## src/rtl/axi_mem_arbiter.sv

```systemverilog
`default_nettype none
// +--------------------------------------------------------------------------+
// | Module   : axi_mem_arbiter                                               |
// | Purpose  : Shares one single-beat AXI4 master port to DRAM between the   |
// |            icache refill path (read only) and the dcache refill/         |
// |            writeback path (read or write). One transaction in flight.    |
// | Ports    : clk, rst (async, active-high)                                 |
// |            ic_req/ic_addr -> ic_ack/ic_rdata   (icache requester)        |
// |            dc_req/dc_we/dc_addr/dc_wdata -> dc_ack/dc_rdata (dcache)     |
// |            bus_err : sticky flag, any non-OKAY RRESP/BRESP               |
// |            M_AXI_AR*/R*/AW*/W*/B* : AXI4 master channels (registered)    |
// | Options  : `define ARB_ROUND_ROBIN_EN -> round-robin tie-break;          |
// |            otherwise fixed priority with dcache winning ties.            |
// | Revision : 1.0 - initial release                                         |
// +--------------------------------------------------------------------------+
module axi_mem_arbiter #(
   parameter int ADDR_W = 27,
   parameter int DATA_W = 128
) (
   input  logic                clk,
   input  logic                rst,
   input  logic                ic_req,
   input  logic [ADDR_W-1:0]   ic_addr,
   output logic                ic_ack,
   output logic [DATA_W-1:0]   ic_rdata,
   input  logic                dc_req,
   input  logic                dc_we,
   input  logic [ADDR_W-1:0]   dc_addr,
   input  logic [DATA_W-1:0]   dc_wdata,
   output logic                dc_ack,
   output logic [DATA_W-1:0]   dc_rdata,
   output logic                bus_err,
   output logic [ADDR_W-1:0]   M_AXI_ARADDR,
   output logic                M_AXI_ARVALID,
   input  logic                M_AXI_ARREADY,
   input  logic [DATA_W-1:0]   M_AXI_RDATA,
   input  logic [1:0]          M_AXI_RRESP,
   input  logic                M_AXI_RLAST,
   input  logic                M_AXI_RVALID,
   output logic                M_AXI_RREADY,
   output logic [ADDR_W-1:0]   M_AXI_AWADDR,
   output logic                M_AXI_AWVALID,
   input  logic                M_AXI_AWREADY,
   output logic [DATA_W-1:0]   M_AXI_WDATA,
   output logic [DATA_W/8-1:0] M_AXI_WSTRB,
   output logic                M_AXI_WLAST,
   output logic                M_AXI_WVALID,
   input  logic                M_AXI_WREADY,
   input  logic [1:0]          M_AXI_BRESP,
   input  logic                M_AXI_BVALID,
   output logic                M_AXI_BREADY
);

   typedef enum logic [2:0] {
      ST_IDLE = 3'd0,
      ST_AR   = 3'd1,
      ST_R    = 3'd2,
      ST_AW_W = 3'd3,
      ST_B    = 3'd4
   } state_t;

   // Clears the low 4 address bits so every beat is 16-byte aligned.
   localparam logic [ADDR_W-1:0] C_ALIGN_MASK = {{(ADDR_W-4){1'b1}}, 4'b0000};

   state_t              state_q, state_d;
   logic [ADDR_W-1:0]   addr_q, addr_d;
   logic [DATA_W-1:0]   wdata_q, wdata_d;
   logic                owner_dc_q, owner_dc_d;
   logic                arvalid_q, arvalid_d;
   logic                rready_q, rready_d;
   logic                awvalid_q, awvalid_d;
   logic                wvalid_q, wvalid_d;
   logic                bready_q, bready_d;
   logic                ic_ack_q, ic_ack_d;
   logic                dc_ack_q, dc_ack_d;
   logic [DATA_W-1:0]   ic_rdata_q, ic_rdata_d;
   logic [DATA_W-1:0]   dc_rdata_q, dc_rdata_d;
   logic                bus_err_q, bus_err_d;

   logic                grant_ok;
   logic                grant_dc;
   logic                aw_done;
   logic                w_done;

   // RLAST carries no information for single-beat reads.
   logic                unused_rlast;
   assign unused_rlast = M_AXI_RLAST;

   // The ack cycle is spent in IDLE but must not grant, so that the acked
   // requester has a cycle to drop its level request.
   assign grant_ok = (state_q == ST_IDLE) && !ic_ack_q && !dc_ack_q;

`ifdef ARB_ROUND_ROBIN_EN
   logic last_dc_q, last_dc_d;

   assign grant_dc = dc_req && (!ic_req || !last_dc_q);

   always_comb begin
      last_dc_d = last_dc_q;
      if (grant_ok && (ic_req || dc_req)) begin
         last_dc_d = grant_dc;
      end
   end

   always_ff @(posedge clk or posedge rst) begin
      if (rst) begin
         last_dc_q <= 1'b0;
      end else begin
         last_dc_q <= last_dc_d;
      end
   end
`else
   assign grant_dc = dc_req;
`endif

   assign aw_done = !awvalid_q || M_AXI_AWREADY;
   assign w_done  = !wvalid_q  || M_AXI_WREADY;

   always_comb begin
      state_d    = state_q;
      addr_d     = addr_q;
      wdata_d    = wdata_q;
      owner_dc_d = owner_dc_q;
      arvalid_d  = arvalid_q;
      rready_d   = rready_q;
      awvalid_d  = awvalid_q;
      wvalid_d   = wvalid_q;
      bready_d   = bready_q;
      ic_ack_d   = 1'b0;
      dc_ack_d   = 1'b0;
      ic_rdata_d = ic_rdata_q;
      dc_rdata_d = dc_rdata_q;
      bus_err_d  = bus_err_q;

      case (state_q)
         ST_IDLE: begin
            if (grant_ok) begin
               if (grant_dc) begin
                  owner_dc_d = 1'b1;
                  addr_d     = dc_addr & C_ALIGN_MASK;
                  wdata_d    = dc_wdata;
                  if (dc_we) begin
                     awvalid_d = 1'b1;
                     wvalid_d  = 1'b1;
                     state_d   = ST_AW_W;
                  end else begin
                     arvalid_d = 1'b1;
                     state_d   = ST_AR;
                  end
               end else if (ic_req) begin
                  owner_dc_d = 1'b0;
                  addr_d     = ic_addr & C_ALIGN_MASK;
                  arvalid_d  = 1'b1;
                  state_d    = ST_AR;
               end
            end
         end
         ST_AR: begin
            if (M_AXI_ARREADY) begin
               arvalid_d = 1'b0;
               rready_d  = 1'b1;
               state_d   = ST_R;
            end
         end
         ST_R: begin
            if (M_AXI_RVALID) begin
               rready_d = 1'b0;
               if (owner_dc_q) begin
                  dc_rdata_d = M_AXI_RDATA;
                  dc_ack_d   = 1'b1;
               end else begin
                  ic_rdata_d = M_AXI_RDATA;
                  ic_ack_d   = 1'b1;
               end
               if (M_AXI_RRESP != 2'b00) begin
                  bus_err_d = 1'b1;
               end
               state_d = ST_IDLE;
            end
         end
         ST_AW_W: begin
            // Address and data handshakes complete independently.
            if (M_AXI_AWREADY) begin
               awvalid_d = 1'b0;
            end
            if (M_AXI_WREADY) begin
               wvalid_d = 1'b0;
            end
            if (aw_done && w_done) begin
               bready_d = 1'b1;
               state_d  = ST_B;
            end
         end
         ST_B: begin
            if (M_AXI_BVALID) begin
               bready_d = 1'b0;
               dc_ack_d = 1'b1;
               if (M_AXI_BRESP != 2'b00) begin
                  bus_err_d = 1'b1;
               end
               state_d = ST_IDLE;
            end
         end
         default: begin
            state_d   = ST_IDLE;
            arvalid_d = 1'b0;
            rready_d  = 1'b0;
            awvalid_d = 1'b0;
            wvalid_d  = 1'b0;
            bready_d  = 1'b0;
         end
      endcase
   end

   always_ff @(posedge clk or posedge rst) begin
      if (rst) begin
         state_q    <= ST_IDLE;
         addr_q     <= '0;
         wdata_q    <= '0;
         owner_dc_q <= 1'b0;
         arvalid_q  <= 1'b0;
         rready_q   <= 1'b0;
         awvalid_q  <= 1'b0;
         wvalid_q   <= 1'b0;
         bready_q   <= 1'b0;
         ic_ack_q   <= 1'b0;
         dc_ack_q   <= 1'b0;
         ic_rdata_q <= '0;
         dc_rdata_q <= '0;
         bus_err_q  <= 1'b0;
      end else begin
         state_q    <= state_d;
         addr_q     <= addr_d;
         wdata_q    <= wdata_d;
         owner_dc_q <= owner_dc_d;
         arvalid_q  <= arvalid_d;
         rready_q   <= rready_d;
         awvalid_q  <= awvalid_d;
         wvalid_q   <= wvalid_d;
         bready_q   <= bready_d;
         ic_ack_q   <= ic_ack_d;
         dc_ack_q   <= dc_ack_d;
         ic_rdata_q <= ic_rdata_d;
         dc_rdata_q <= dc_rdata_d;
         bus_err_q  <= bus_err_d;
      end
   end

   assign ic_ack        = ic_ack_q;
   assign ic_rdata      = ic_rdata_q;
   assign dc_ack        = dc_ack_q;
   assign dc_rdata      = dc_rdata_q;
   assign bus_err       = bus_err_q;
   assign M_AXI_ARADDR  = addr_q;
   assign M_AXI_ARVALID = arvalid_q;
   assign M_AXI_RREADY  = rready_q;
   assign M_AXI_AWADDR  = addr_q;
   assign M_AXI_AWVALID = awvalid_q;
   assign M_AXI_WDATA   = wdata_q;
   assign M_AXI_WSTRB   = '1;
   assign M_AXI_WLAST   = wvalid_q;
   assign M_AXI_WVALID  = wvalid_q;
   assign M_AXI_BREADY  = bready_q;

endmodule
`default_nettype wire

```

## config.mk

```make
export PLATFORM = sky130hd
export DESIGN_NAME = axi_mem_arbiter
export DESIGN_NICKNAME = d
export VERILOG_FILES = /design/src/rtl/axi_mem_arbiter.sv
export SDC_FILE = /design/constraint.sdc
export NUM_CORES = 1
export LEC_CHECK = 0
export CAP_MARGIN = 20
export CELL_PAD_IN_SITES_DETAIL_PLACEMENT = 0
export CELL_PAD_IN_SITES_GLOBAL_PLACEMENT = 1
export CORE_AREA = 2 2 304 306
export DETAILED_ROUTE_END_ITERATION = 10
export DIE_AREA = 0 0 306 308
export PLACE_DENSITY = 0.56
export SLEW_MARGIN = 20
export SYNTH_ARGS = -nofsm -noshare
export SYNTH_HDL_FRONTEND = slang
export SYNTH_SLANG_ARGS = --single-unit
export TNS_END_PERCENT = 30
```

## constraint.sdc

```tcl
create_clock -name clk -period 17.65 [get_ports clk]
set_input_delay 5.295 -clock clk [delete_from_list [all_inputs] [get_ports clk]]
set_output_delay 5.295 -clock clk [all_outputs]
set_load 0.1 [all_outputs]
```

==> impl_metrics.yaml, run 1 <==
outcome:
  status: "finished, final reports clean"
drt:
  vias: 11585
  drc: 0
  viasPerCell: 3.84
  postRouteAntennaNets: 0
  wire_per_inst_um: 19.2
  dr.pass1.iters: 4
  routed_wl_mm: 58.0
  drt_iter0_drc: 362
synth:
  ys_async_sr_fraction: 1.00
  synth-main-ff-cell: "dfrtp_1"
  synth_edf_count: 0
  synth_area_leaders: "dfrtp_1 (64%), mux2_2 (23%), mux2_1 (3.4%)"
  yosys.area_share.adder: 0
  synth_top_cell_area_share: 0.641
  synth_xor_area_frac: 0
  synthSimpleGateAreaFrac: 0.0118
  synth.area.mux_share: 0.266
  syn_area_per_cell_um2: 15.5
  syn_inst: 1052
  ys_types: 36
  syn_area_um2: 16400
  yosysSeqAreaShare: 0.641
  ys_warn_count: 0
  synth_compound_area_frac: 0.0344
  yosysTopAreaCell: "dfrtp_1"
  ys_ff_latch: 419
  synth_top_family_by_area: "multiplexers"
cells_and_area:
  area_growth_pct: 62.7
  nNetsFinal: 2114
  regArea_um2: 10500
  drive_gt1_frac: 0.240
  multi_input_area_um2: 5230
  post-route-util: 0.292
  fillCellCount: 9249
clocking:
  cts_root_buf: "clkbuf_16"
  clk_latency_ns: 0.60
  clock_sinks: 419
  cts_buffer_depth: 3
  post_cts_buffers: 0
  cts_resized: 0
  cts_hold_buf: 0
  clkTransAtPathRegs_ns: 0.06
  cts_tree: "yes"
  cts_max_level: 2
  cts_buffers: 51
floorplan:
  rows: 111
  ios: 788
  fp.dieH_um: 308
  core_region_area_um2: 91000
  die_x_um: 306
  initial_utilization: 0.180
  dieArea_um2: 94200
min_path:
  hp-class: "reg -> reg"
grt:
  grt_remaining_overflow: 0
  use_met3: 0.0401
  grt_pass1_wl_mm: 84.7
  grt_use_met2: 0.221
  antenna_found_initial: 2
  grt.busiest_layer: "met2"
  grt_max_degree: 100
  met1_usage: 0.122
  first_global_vias: 12819
  grt_usage: 0.118
timing:
  setup_viol: 0
  fmax_mhz: 125
  period_share: 0.453
  finClkSkew_ns: 0.0187
  fin_tns_setup_ns: 0
  post-route-min-period_ns: 7.99
  rsz0062_at_grt: "false"
  tightestPinTransition_ns: 1.15
  hold_viol_final: 0
  max-slew-margin-rel: 0.229
  finalMaxSlewViolations: 0
placed_design:
  portBuffers: 754
  hpwl_mm: 42.7
  place.gp.congestion: 0.782
critical_path:
  cp-start-kind: "input port"
  rr_startpoint: "state_q[0]$_DFFE_PP0P_"
  slowest_delay_ns: 0.85
  cp.arrival_ns: 8.46
  required_ns: 18.13
  r2r_slack_ns: 14.10
  crit_path_top_delay_cell: "buf_4"
  crit_fanout: 72
  crit_end: "M_AXI_WDATA[34]$_DFFE_PP0P_"
  crit_start: "dc_req"
  path_cells: "clkdlybuf4s50_1 -> nand3_4 -> buf_4 -> buf_4 -> mux2_2"
  cp-end-kind: "flop"
  critPathKind: "in -> reg"
  cp_common_cell: "buf_4"
  rr_worst_depth: 5
  reg2reg_to: "M_AXI_WDATA[34]$_DFFE_PP0P_"
job:
  cap_violations: 0
worst min-delay path by stage:
stage	start	cells past startpoint	endpoint	slack, ns
after floorplan	owner_dc_q$_DFFE_PP0P_	2	owner_dc_q$_DFFE_PP0P_	0.49
after global placement	M_AXI_WDATA[104]$_DFFE_PP0P_	1	M_AXI_WDATA[104]$_DFFE_PP0P_	0.48
after detailed placement	M_AXI_WDATA[110]$_DFFE_PP0P_	1	M_AXI_WDATA[110]$_DFFE_PP0P_	0.48
after CTS	M_AXI_WDATA[20]$_DFFE_PP0P_	1	M_AXI_WDATA[20]$_DFFE_PP0P_	0.49
after global routing	M_AXI_WDATA[109]$_DFFE_PP0P_	1	M_AXI_WDATA[109]$_DFFE_PP0P_	0.51
final	M_AXI_WDATA[20]$_DFFE_PP0P_	1	M_AXI_WDATA[20]$_DFFE_PP0P_	0.49
Yosys cell counts (all sizes together), types with 2 or more instances:
cell type and n:
a31o 8, nor2 15, mux2 384, o21ai 7, and2 2, a21oi 25
inv 12, a311o 2, conb 2, nand2 9, nor2b 2, a31oi 3
buf 94, nor3 3, dfrtp 419, o22ai 39, nand3 3, clkbuf 12
routing by layer:
metal | wire length, µm | vias to the layer above
met5 | 0 | -
met4 | 1730 | 0
met3 | 4450 | 85
met2 | 30900 | 452
met1 | 20900 | 5885
li1 | - | 5163
registers in the layout, indices dropped and copies added (netlist names):
register / flops
M_AXI_ARADDR: 23
M_AXI_ARVALID: 1
M_AXI_AWVALID: 1
M_AXI_BREADY: 1
M_AXI_RREADY: 1
M_AXI_WDATA: 128
M_AXI_WLAST: 1
bus_err: 1
dc_ack: 1
dc_rdata: 128
ic_ack: 1
ic_rdata: 128
owner_dc_q: 1
state_q: 3
cell type report:
| cell class | instances | area share |
|---|---|---|
| Antenna cell | 2 | 0.000188 |
| Clock buffer | 77 | 0.0565 |
| Clock inverter | 13 | 0.00706 |
| Inverter | 12 | 0.00198 |
| Multi-Input combinational cell | 537 | 0.196 |
| Sequential cell | 419 | 0.394 |
| Tap cell | 1186 | 0.0558 |
| Timing Repair Buffer | 768 | 0.288 |
placed cells by master (no fill, tap or decap), drive strengths merged, types with 6 or more instances in the layout:
master and count:
a21oi 25, o22ai 39, dfrtp 419, clkdlybuf4s50 754, o21ai 7, conb 24
buf 14, clkinv 6, clkbuf 77, a31o 8, mux2 384, nor2 15
nand2 9, inv 13
logic make-up after synthesis:
logic type / after synthesis
DFF: 419
AOI/OAI and AO/OA: 90
and+or+nand+nor: 38
muxes: 385
other: 2
buffers and inverters: 118
through the flow:
stage          instance area (µm²)  setup slack (ns)  std cells  hold WS, ns
2_1_floorplan                16400             0.692       1074        0.490
3_3_place_gp                 24900              8.93       2922        0.477
3_5_place_dp                 24900              8.89       2922        0.481
4_1_cts                      26600              9.54       3012        0.493
5_1_grt                      26600              9.49       3013        0.509
6_report                     26600              9.66       3014        0.487
critical path, delay by kind of cell:
kind,cells,cell delay [ns]
AND/OR/NAND/NOR,1,0.46
multiplexers,1,0.42
buffers and inverters,3,2.07
Power of run 1 is left out: the tool's default activity adds up to more than one toggle a clock period on the data nets, which glitch-free logic cannot reach.
==> inputs of run 2 (changes only) <==
CORE_AREA = 2 2 307 309   (was 2 2 304 306)
DIE_AREA = 0 0 309 311   (was 0 0 306 308)
PLACE_DENSITY = 0.54   (was 0.56)
clock period = 7.67 ns   (was 17.65 ns; I/O delays follow)
==> run 2 against run 1 <==
  * Sequential cell count did not move
  * Register-to-register slack got worse by 9.5 ns
  * Count of clock-buffer cells in the layout rose by 5
  * Global-route usage fell by 0.41 points
  * Clock skew rose by 0.0050 ns
  * Hold slack barely moved
  * Via count fell by 0.35%
  * Design area rose by 0.15%
  * First-iteration DRC count rose by 9.7%
  * Final cell count rose by 2.3%
  * Wire length fell by 2.5%
  * Critical path type is now reg -> out
  * Critical endpoint is now M_AXI_AWADDR[10]
  * Largest cell class unchanged
==> impl_metrics.yaml, run 2 (synthesis gave the netlist of run 1 again) <==
critical_path:
  crit_fanout: 4
  cp-end-kind: "primary output"
  critPathKind: "reg -> out"
  required_ns: 5.37
  path_cells: "clkdlybuf4s50_1"
  crit_buf_inv: 1
  cp-start-kind: "flop"
  slowest_delay_ns: 1.20
  crit_path_top_delay_cell: "clkdlybuf4s50_1"
  crit_family: "buffers and inverters"
  cp.arrival_ns: 2.26
clocking:
  clk_latency_ns: 0.62
  cts_resized: 0
  clkTransAtPathRegs_ns: 0.05
  cts_buffer_depth: 3
  cts_tree: "yes"
  cts_max_level: 2
  cts_hold_buf: 0
  clock_sinks: 419
  cts_buffers: 51
  post_cts_buffers: 0
  cts_root_buf: "clkbuf_16"
cells_and_area:
  drive_gt1_frac: 0.239
  area_growth_pct: 62.9
  multi_input_area_um2: 5230
  regArea_um2: 10500
  fillCellCount: 9512
  final_common_cell: "clkdlybuf4s50_1"
  final_cell_mix: "clkdlybuf4s50_1 (754), dfrtp_1 (419), mux2_2 (328)"
  nNetsFinal: 2115
timing:
  rsz0062_at_grt: "false"
  setup_viol: 0
  post-route-min-period_ns: 4.56
  finalMaxSlewViolations: 0
  hold_viol_final: 0
  max-slew-margin-rel: 0.268
  fin_tns_setup_ns: 0
  period_share: 0.594
  fmax_mhz: 219
  tightestPinTransition_ns: 1.09
  finClkSkew_ns: 0.0237
drt:
  drt_iter0_drc: 397
  viasPerCell: 3.74
  routed_wl_mm: 56.5
  wire_per_inst_um: 18.3
  postRouteAntennaNets: 0
  vias: 11544
  drc: 0
  dr.pass1.iters: 4
floorplan:
  rows: 112
  die_x_um: 309
  fp.dieH_um: 311
  dieArea_um2: 96100
  core_region_area_um2: 92800
  initial_utilization: 0.176
  ios: 788
min_path:
  hp-class: "reg -> reg"
job:
  cap_violations: 0
grt:
  grt_max_degree: 142
  grt_remaining_overflow: 0
  grt_pass1_wl_mm: 82.9
  antenna_found_initial: 6
  first_global_vias: 12521
  grt_usage: 0.114
placed_design:
  place.gp.congestion: 0.749
  portBuffers: 754
  hpwl_mm: 41.6
outcome:
  status: "finished, final reports clean"
## run 2: cell types whose count changed in the layout (fill, tap and decap cells not counted), sizes merged
cell and delta:
bufinv -3, inv -1, clkinvlp -1, diode +1
buf +1, clkbuf +5
## run 2: final cells by class
| class | count | share of cell area |
|---|---|---|
| flip-flops and latches | 419 | 0.394 |
| repair buffers | 769 | 0.289 |
| multi-input cells | 537 | 0.196 |
| well taps | 1254 | 0.0589 |
| clock buffers | 82 | 0.0580 |
| clock inverters | 8 | 0.00230 |
| inverters | 12 | 0.00183 |
| diodes | 3 | 0.000282 |
## run 2: path summary, 6_finish.rpt
kind,start,endpoint,slack [ns],cells past startpoint
min,M_AXI_WDATA[0]$_DFFE_PP0P_,M_AXI_WDATA[0]$_DFFE_PP0P_,0.49,1
max,M_AXI_ARADDR[10]$_DFFE_PP0P_,M_AXI_AWADDR[10],3.11,1
max in group asynchronous,rst,dc_rdata[112]$_DFFE_PP0P_,4.49,3
max reg2reg,state_q[0]$_DFFE_PP0P_,M_AXI_WDATA[34]$_DFFE_PP0P_,4.61,4
min reg2reg,M_AXI_WDATA[0]$_DFFE_PP0P_,M_AXI_WDATA[0]$_DFFE_PP0P_,0.49,1
min in group asynchronous,rst,ic_rdata[20]$_DFFE_PP0P_,1.98,2
## run 2: layer usage
layer | share of wire | vias up | GRT usage | wire length (µm)
li1 | - | 5135 | - | -
met1 | 0.35 | 5816 | 0.117 | 19700
met2 | 0.53 | 504 | 0.209 | 29800
met3 | 0.094 | 87 | 0.0453 | 5280
met4 | 0.029 | 2 | 0.0392 | 1630
met5 | 0.00028 | - | 0 | 16
## run 2: worst reg2reg max path, cell delays in order (launching register included)
cell     delay [ns]
dfrtp_1        0.56
nor2_1         0.44
nand3_4        0.75
buf_4          0.78
mux2_2         0.43
## run 2: metrics by stage
| step | util | cells | worst slack (ns) | area, µm² | hold WS, ns |
|---|---|---|---|---|---|
| finish | 0.287 | 3084 | 3.11 | 26600 | 0.487 |
| global route | 0.287 | 3083 | 3.00 | 26600 | 0.508 |
| CTS | 0.287 | 3081 | 3.00 | 26600 | 0.492 |
| detailed placement | 0.270 | 2991 | 2.62 | 25000 | 0.478 |
| global placement | 0.270 | 2991 | 2.68 | 25000 | 0.472 |
| floorplan | - | 1074 | -0.283 | 16400 | 0.490 |
Power of run 2 is left out for the same reason.
==> inputs of run 3 (changes only) <==
CORE_AREA = 2 2 304 306   (was 2 2 307 309)
DIE_AREA = 0 0 306 308   (was 0 0 309 311)
PLACE_DENSITY = 0.56   (was 0.54)
clock period = 3.9 ns   (was 7.67 ns; I/O delays follow)
==> run 3 against run 2 <==
  * Die area fell by 1.9%
  * Critical path depth stayed put
  * Core utilization increased by 0.085 points
  * Final cell count is 1.4% lower
  * Global-route usage up 0.15 points
  * Critical endpoint is now M_AXI_WDATA[95]
==> impl_metrics.yaml, run 3 (synthesis gave the netlist of run 1 again) <==
outcome:
  status: "finished, final reports clean"
floorplan:
  core_region_area_um2: 91000
  rows: 111
  fp.dieH_um: 308
  ios: 788
  die_x_um: 306
  initial_utilization: 0.180
  dieArea_um2: 94200
critical_path:
  crit_buf_inv: 1
  crit_path_top_delay_cell: "clkdlybuf4s50_1"
  cp.arrival_ns: 2.09
  path_cells: "clkdlybuf4s50_1"
  cp-end-kind: "primary output"
  slowest_delay_ns: 1.14
  critPathKind: "reg -> out"
  crit_fanout: 2
  required_ns: 2.73
  crit_family: "buffers and inverters"
  cp-start-kind: "flop"
timing:
  finClkSkew_ns: 0.0121
  fin_tns_setup_ns: 0
  setup_viol: 0
  hold_viol_final: 0
  rsz0062_at_grt: "false"
  finalMaxSlewViolations: 0
  tightestPinTransition_ns: 1.00
  fmax_mhz: 307
  whs_ns: 0.490
  period_share: 0.835
  post-route-min-period_ns: 3.26
  max-slew-margin-rel: 0.329
drt:
  postRouteAntennaNets: 0
  drc: 0
  wire_per_inst_um: 18.7
  routed_wl_mm: 56.8
  dr.pass1.iters: 4
  vias: 11618
  viasPerCell: 3.82
  drt_iter0_drc: 369
clocking:
  cts_buffer_depth: 3
  cts_tree: "yes"
  cts_max_level: 2
  cts_root_buf: "clkbuf_16"
  clk_latency_ns: 0.58
  clkTransAtPathRegs_ns: 0.06
  post_cts_buffers: 0
  clock_sinks: 419
  cts_hold_buf: 0
  cts_buffers: 51
  cts_resized: 0
grt:
  met1_usage: 0.116
  antenna_found_initial: 3
  use_met3: 0.0383
  grt_remaining_overflow: 0
  grt_usage: 0.116
  grt_max_degree: 63
  grt_pass1_wl_mm: 83.3
  first_global_vias: 12899
  grt.busiest_layer: "met2"
  grt_use_met2: 0.223
placed_design:
  hpwl_mm: 44.0
  portBuffers: 754
  place_area_um2: 24500
  place.gp.congestion: 0.800
cells_and_area:
  area_growth_pct: 60.2
  drive_gt1_frac: 0.425
  final_common_cell: "clkdlybuf4s50_1"
  design_area_um2: 26200
  nNetsFinal: 2138
  final_cell_mix: "clkdlybuf4s50_1 (433), dfrtp_1 (419), buf_4 (344)"
min_path:
  hp-class: "reg -> reg"
job:
  cap_violations: 0
[run 3: changes by cell type in the layout (fill, tap and decap cells not counted), moves of 3 or more]
cell             change
buf_12              +12
buf_4              +332
bufinv_16            +4
clkbuf_1             -6
clkdlybuf4s50_1    -321
clkinv_2             +3
[run 3: through the flow]
stage,worst slack (ns),utilization,instances
CTS,0.580,0.288,3038
floorplan,-2.92,-,1074
finish,0.642,0.288,3040
global placement,0.581,0.269,2946
global route,0.550,0.288,3040
detailed placement,0.563,0.269,2946
[run 3: final timing paths]
path	start	endpoint	slack, ns	cells after the start
max	M_AXI_WDATA[95]$_DFFE_PP0P_	M_AXI_WDATA[95]	0.64	1
min	M_AXI_WDATA[105]$_DFFE_PP0P_	M_AXI_WDATA[105]$_DFFE_PP0P_	0.49	1
max reg2reg	state_q[0]$_DFFE_PP0P_	M_AXI_WDATA[119]$_DFFE_PP0P_	1.43	4
min reg2reg	M_AXI_WDATA[105]$_DFFE_PP0P_	M_AXI_WDATA[105]$_DFFE_PP0P_	0.49	1
max in group asynchronous	rst	ic_rdata[122]$_DFFE_PP0P_	1.87	3
min in group asynchronous	rst	ic_rdata[14]$_DFFE_PP0P_	1.10	2
[run 3: cell type report]
type	instances	area, µm²
Fill cell	9308	64800
Clock inverter	15	188
Inverter	12	48.8
Sequential cell	419	10500
Timing Repair Buffer	792	7220
Multi-Input combinational cell	537	5230
Antenna cell	2	5.00
Clock buffer	77	1550
Tap cell	1186	1480
[run 3: worst reg2reg max path, delay by kind of cell, from the launching register on]
family,cells,cell delay (ns)
simple gates,2,0.99
flops,1,0.54
buf+inv,1,0.44
mux,1,0.38
[run 3: layer usage]
metal | part of all wire | vias to the layer above
li1 | - | 5199
met1 | 0.35 | 5880
met2 | 0.55 | 464
met3 | 0.078 | 75
met4 | 0.025 | 0
met5 | 0 | -
Power of run 3 is left out for the same reason.
